File: config.mk
export PLATFORM = sky130hd
export DESIGN_NAME = game_round_timer
export DESIGN_NICKNAME = d
export VERILOG_FILES = /design/src/rtl/game_round_timer.sv
export SDC_FILE = /design/constraint.sdc
export NUM_CORES = 1
export LEC_CHECK = 0
export ABC_AREA = 1
export CAP_MARGIN = 20
export CORE_MARGIN = 8
export CORE_UTILIZATION = 40
export CTS_CLUSTER_DIAMETER = 50
export DETAILED_ROUTE_END_ITERATION = 8
export PLACE_DENSITY = 0.59
export RECOVER_POWER = 25
export SLEW_MARGIN = 30
export SYNTH_ARGS = -nofsm -noshare
export SYNTH_HDL_FRONTEND = slang
export SYNTH_SLANG_ARGS = --single-unit
File: constraint.sdc
create_clock -name clk -period 2.3 [get_ports clk]
set_input_delay 0.575 -clock clk [delete_from_list [all_inputs] [get_ports clk]]
set_output_delay 0.575 -clock clk [all_outputs]
set_load 0.01 [all_outputs]
File: src/rtl/game_round_timer.sv
// Round countdown timer for the main game FSM.
// Arms on entry to GAME, counts whole seconds down from a loaded budget with
// pause support, and fires a single end_of_time pulse at expiry.
// Optional feature macro: GAME_TIMER_BONUS_EN adds bonus_valid/bonus_sec inputs
// that top up the remaining time (saturating) while a round is in progress.
module game_round_timer #(
  parameter int unsigned CYC_PER_MS = 100000,
  parameter int unsigned MS_PER_SEC = 1000,
  parameter int unsigned SEC_W      = 8,
  parameter int unsigned WARN_SEC   = 5,
  parameter logic [1:0]  GAME_CODE  = 2'b10
) (
  input  logic             clk,
  input  logic             rst,
  input  logic [1:0]       state_in,
  input  logic [SEC_W-1:0] time_in,
  input  logic             pause,
  output logic [SEC_W-1:0] time_left,
  output logic             warning,
  output logic             running,
  output logic             end_of_time
`ifdef GAME_TIMER_BONUS_EN
  ,
  input  logic             bonus_valid,
  input  logic [SEC_W-1:0] bonus_sec
`endif
);

  // Counter widths; kept at least one bit so degenerate parameters still build.
  localparam int unsigned PW = (CYC_PER_MS > 1) ? $clog2(CYC_PER_MS) : 1;
  localparam int unsigned MW = (MS_PER_SEC > 1) ? $clog2(MS_PER_SEC) : 1;

  typedef enum logic [1:0] {
    StIdle,
    StRun,
    StPaused,
    StExpired
  } state_e;

  state_e           state_q, state_d;
  logic [PW-1:0]    presc_q, presc_d;
  logic [MW-1:0]    ms_q, ms_d;
  logic [SEC_W-1:0] tl_q, tl_d;
  logic             warn_q, warn_d;
  logic             eot_q, eot_d;

  logic             in_game;
  logic             presc_max;
  logic             ms_max;
  logic             advance;
  logic             elapse;
  logic [SEC_W:0]   bonus_add;
  logic [SEC_W:0]   sum;

  assign in_game   = (state_in == GAME_CODE);
  assign presc_max = (presc_q == PW'(CYC_PER_MS - 1));
  assign ms_max    = (ms_q == MW'(MS_PER_SEC - 1));

`ifdef GAME_TIMER_BONUS_EN
  assign bonus_add = bonus_valid ? {1'b0, bonus_sec} : '0;
`else
  assign bonus_add = '0;
`endif

  // Next-state, counter and time_left update logic.
  always_comb begin
    state_d = state_q;
    presc_d = presc_q;
    ms_d    = ms_q;
    tl_d    = tl_q;
    eot_d   = 1'b0;
    advance = 1'b0;
    elapse  = 1'b0;
    sum     = '0;

    if (!in_game) begin
      // Leaving GAME wins over everything, including a coincident expiry.
      state_d = StIdle;
      presc_d = '0;
      ms_d    = '0;
      tl_d    = '0;
    end else begin
      unique case (state_q)
        StIdle: begin
          tl_d    = time_in;
          presc_d = '0;
          ms_d    = '0;
          if (time_in != '0) begin
            state_d = StRun;
          end else begin
            state_d = StExpired;
            eot_d   = 1'b1;
          end
        end
        StRun, StPaused: begin
          // Pause has priority over a second elapsing on the same edge.
          if (pause) begin
            state_d = StPaused;
          end else begin
            state_d = StRun;
            advance = 1'b1;
            elapse  = presc_max && ms_max;
          end
          // tl_q is always >= 1 here, so the subtraction cannot underflow.
          sum = {1'b0, tl_q} + bonus_add - {{SEC_W{1'b0}}, elapse};
          if (elapse && (sum == '0)) begin
            state_d = StExpired;
            tl_d    = '0;
            eot_d   = 1'b1;
          end else if (sum[SEC_W]) begin
            tl_d = '1;
          end else begin
            tl_d = sum[SEC_W-1:0];
          end
        end
        StExpired: begin
          tl_d = '0;
        end
        default: begin
          state_d = StIdle;
        end
      endcase
    end

    if (advance) begin
      if (presc_max) begin
        presc_d = '0;
        ms_d    = ms_max ? '0 : ms_q + 1'b1;
      end else begin
        presc_d = presc_q + 1'b1;
      end
    end

    warn_d = ((state_d == StRun) || (state_d == StPaused)) && (tl_d != '0) &&
             (32'(tl_d) <= WARN_SEC);
  end

  // State and output registers with synchronous reset.
  always_ff @(posedge clk) begin
    if (rst) begin
      state_q <= StIdle;
      presc_q <= '0;
      ms_q    <= '0;
      tl_q    <= '0;
      warn_q  <= 1'b0;
      eot_q   <= 1'b0;
    end else begin
      state_q <= state_d;
      presc_q <= presc_d;
      ms_q    <= ms_d;
      tl_q    <= tl_d;
      warn_q  <= warn_d;
      eot_q   <= eot_d;
    end
  end

  assign time_left   = tl_q;
  assign warning     = warn_q;
  assign end_of_time = eot_q;
  assign running     = (state_q == StRun);

endmodule

==> insert_results.sql <==
INSERT INTO impl_metrics (metric_group, metric, value, unit) VALUES
('power_and_ir_drop', 'total_power', '1.30', 'mW'),
('yosys', 'arithmetic_cell_share_of_the_synthesized_area_counting_full_adders_half_adders_and_majority_gates', '3.81', '%'),
('sta', 'worst-slew-pin-transition', '371', 'ps'),
('status', 'run_status', 'complete, no violations', ''),
('worst_setup_path', 'critPathLaunchType', 'flip-flop', ''),
('placed_design', 'dpl.cell_count', '495', ''),
('yosys', 'synth_xor_xnor_area_share', '0.381', '%'),
('global_route', 'number_of_antenna_violations_at_the_first_check_in_global_routing', '0', ''),
('floorplanning', 'initial_core_util', '41.4', '%'),
('floorplanning', 'placementRows', '27', ''),
('yosys', 'synth_warnings', '0', ''),
('placed_design', 'io_buffer_count', '23', ''),
('clocking', 'cts_root_buf', 'sky130_fd_sc_hd__clkbuf_8', ''),
('worst_setup_path', 'cp_cell_sequence', 'ha_4 > nand2_4 > nor2_4 > nand2_2 > nor2_4 > nand2_2 > inv_2 > ha_4 > ha_4 > nand3_1 > inv_1 > nand2_1 > buf_4 > a21oi_2 > a21o_1 > nand3_1 > nand4_1 > nor2_1', ''),
('sta', 'max_freq', '436', 'MHz'),
('yosys', 'post_synth_mux_area_share', '0', '%'),
('routing', 'route.final.wire_length', '6.26', 'mm'),
('yosys', 'synth_area_leaders', 'sky130_fd_sc_hd__dfxtp_1, sky130_fd_sc_hd__nand2_1, sky130_fd_sc_hd__nor2_1', ''),
('worst_setup_path', 'worst_path_maximum_fanout', '5', ''),
('floorplanning', 'die-height', '91.8', 'um'),
('sta', 'finalSetupViolCount', '0', ''),
('yosys', 'synth-simple-area-share', '36.2', '%'),
('placed_design', 'dpl_cell_area', '2980', 'sq um'),
('yosys', 'net_count_synth', '378', ''),
('global_route', 'grt_remaining_overflow', '0', ''),
('finish', 'fin_nets', '450', ''),
('sta', 'final_count_of_pins_violating_max_slew', '0', ''),
('finish', 'seq_area', '788', 'sq um'),
('global_route', 'global_route_wire_length_before_repair', '10.5', 'mm'),
('power_and_ir_drop', 'p_leak', '1.29', 'nW'),
('finish', 'area_growth', '37.3', '%'),
('routing', 'drt-wirelength-per-cell', '12.4', 'um'),
('finish', 'drive_above_1_share', '24.1', '%'),
('hold_path', 'hp-start', 'presc_q[16]', ''),
('yosys', 'synth.yosys.seq_area_share', '34.0', '%'),
('clocking', 'cts_tree', 'yes', ''),
('worst_setup_path', 'cp.required', '2500', 'ps'),
('placed_design', 'half_perimeter_wire_length_after_placement', '4.84', 'mm'),
('global_route', 'grt_pass1_vias', '2356', ''),
('clocking', 'cts.sinks', '39', ''),
('clocking', 'clkTransAtPathRegs', '80', 'ps'),
('yosys', 'syn_area_per_cell', '6.41', 'sq um'),
('routing', 'detailedRoute.firstIterationViolations', '102', ''),
('routing', 'vias_per_cell', '4.90', ''),
('clocking', 'worstSkewPairLatency', '290', 'ps'),
('worst_setup_path', 'crit-reg2reg-launch', 'presc_q[1]', ''),
('yosys', 'synth_seq_cells', '39', ''),
('floorplanning', 'die_area', '8420', 'sq um'),
('routing', 'ant_nets', '0', ''),
('clocking', 'h-tree-depth', '2', ''),
('worst_setup_path', 'highest_cell_delay_on_the_worst_timing_path', '360', 'ps'),
('sta', 'final-hold-violation-count', '0', ''),
('yosys', 'synth_top_area_share', '34.0', '%'),
('routing', 'route.vias.total', '2467', ''),
('yosys', 'synthDistinctLibCells', '32', ''),
('global_route', 'grt_use_met3', '3.26', '%'),
('power_and_ir_drop', 'ir_worst_vdd', '331', 'uV'),
('yosys', 'synth-compound-area-share', '16.1', '%'),
('finish', 'multi_input_area', '1410', 'sq um'),
('clocking', 'cts_buffers', '5', ''),
('routing', 'drcViolationCount', '0', ''),
('routing', 'firstDrtPassIters', '6', ''),
('global_route', 'grt_most_used_layer', 'met2', ''),
('global_route', 'grt_use_met1', '18.4', '%'),
('yosys', 'synth_cells', '358', ''),
('sta', 'fin_hold_ws', '482', 'ps'),
('worst_setup_path', 'critical-path-slowest-cell', 'sky130_fd_sc_hd__dfxtp_2', ''),
('power_and_ir_drop', 'cellPowerDensity', '411', 'nW/um^2'),
('worst_setup_path', 'setup.worst_path.start', 'presc_q[1]', ''),
('global_route', 'globalRouteTotalUtil', '14.9', '%'),
('worst_setup_path', 'cpMostUsedCell', 'sky130_fd_sc_hd__ha_4', '');
registers in the layout, indices dropped and copies added, names as in the netlist:
| register | flops |
|---|---|
| ms_q | 10 |
| presc_q | 17 |
| state_q | 2 |
| warning | 1 |
| end_of_time | 1 |
| time_left | 8 |
critical path, delay by kind of cell (launching register included):
kind / cells / cell delay [ps]
AND/OR/NAND/NOR: 10 / 830
adder cells (fa/ha/maj): 3 / 440
flip-flops: 1 / 360
buffers and inverters: 3 / 300
AO/OA/AOI/OAI: 2 / 260
per-layer routing:
layer / vias up / share of wire, %
met4: 0 / 1.4
met5: - / 0
met2: 49 / 46
li1: 1309 / -
met3: 8 / 4.1
met1: 1101 / 48
Yosys cell counts, drive strengths merged:
cell	instances
xnor2	1
clkinv	1
clkbuf	3
a211oi	5
o211ai	1
inv	50
nand4	6
nor3b	2
o31ai	1
buf	3
nor2	54
a21oi	26
ha	7
nor3	9
nand3	20
a221oi	4
o22ai	2
and3	3
a22oi	1
nand2	95
a21o	1
dfxtp	39
nor4	1
o21ai	23
kinds of logic (layout without fill, tap and decap cells):
group | count (synthesis) | after routing
simple gates | 190 | 190
compound gates | 64 | 64
buf+inv | 57 | 130
flops | 39 | 39
fa+ha+maj | 7 | 7
xor+xnor | 1 | 1
layout by cell type (no fill, tap or decap), types with 3 or more instances in the layout:
master,n
sky130_fd_sc_hd__nand2_1,83
sky130_fd_sc_hd__buf_4,48
sky130_fd_sc_hd__inv_1,43
sky130_fd_sc_hd__nor2_1,43
sky130_fd_sc_hd__dfxtp_1,33
sky130_fd_sc_hd__a21oi_1,25
sky130_fd_sc_hd__clkdlybuf4s50_1,19
sky130_fd_sc_hd__nand3_1,18
sky130_fd_sc_hd__o21ai_0,18
sky130_fd_sc_hd__nand2_2,11
sky130_fd_sc_hd__nor3_1,8
sky130_fd_sc_hd__inv_2,7
sky130_fd_sc_hd__nor2_2,7
sky130_fd_sc_hd__nand4_1,6
sky130_fd_sc_hd__dfxtp_2,6
sky130_fd_sc_hd__a211oi_1,5
sky130_fd_sc_hd__clkbuf_8,5
sky130_fd_sc_hd__nor2_4,4
sky130_fd_sc_hd__o21ai_1,4
sky130_fd_sc_hd__a221oi_1,4
sky130_fd_sc_hd__clkinv_2,4
sky130_fd_sc_hd__ha_4,4
sky130_fd_sc_hd__dlygate4sd3_1,4
sky130_fd_sc_hd__and3_1,3
sky130_fd_sc_hd__ha_1,3
where the power goes:
group	internal, mW	switching, mW
combinational	0.0642	0.0712
clock	0.208	0.266
sequential	0.680	0.00657
total	0.952	0.343
per-stage QoR:
stage                     worst slack (ps)  setup TNS (ps)
after floorplan                       2.88               0
after global placement                -280           -1290
after detailed placement              -329           -1530
after CTS                             1.97               0
after global routing                  -221            -631
final                                 3.80               0
final cells by class:
cell class,instances,share of cell area [%]
Clock buffer,5,2.18
Clock inverter,3,0.476
Inverter,51,6.11
Multi-Input combinational cell,262,44.6
Sequential cell,39,25.0
Tap cell,72,2.86
Timing Repair Buffer,71,18.7
what timing repair did:
action	CTS	global route
buffers inserted	0	0
gates cloned	0	0
resized for setup	8	22
endpoints found under the setup margin	5	8
pin swaps	5	4
hold buffers	0	0
final timing paths:
path / slack [ps] / cells after the start / endpoint
worst max-delay path: 4 / 18 / warning
worst min-delay path: 480 / 2 / presc_q[16]
worst max register to register: 4 / 18 / warning
worst min register to register: 480 / 2 / presc_q[16]
Note: power is estimated with default switching activity, not from simulation.
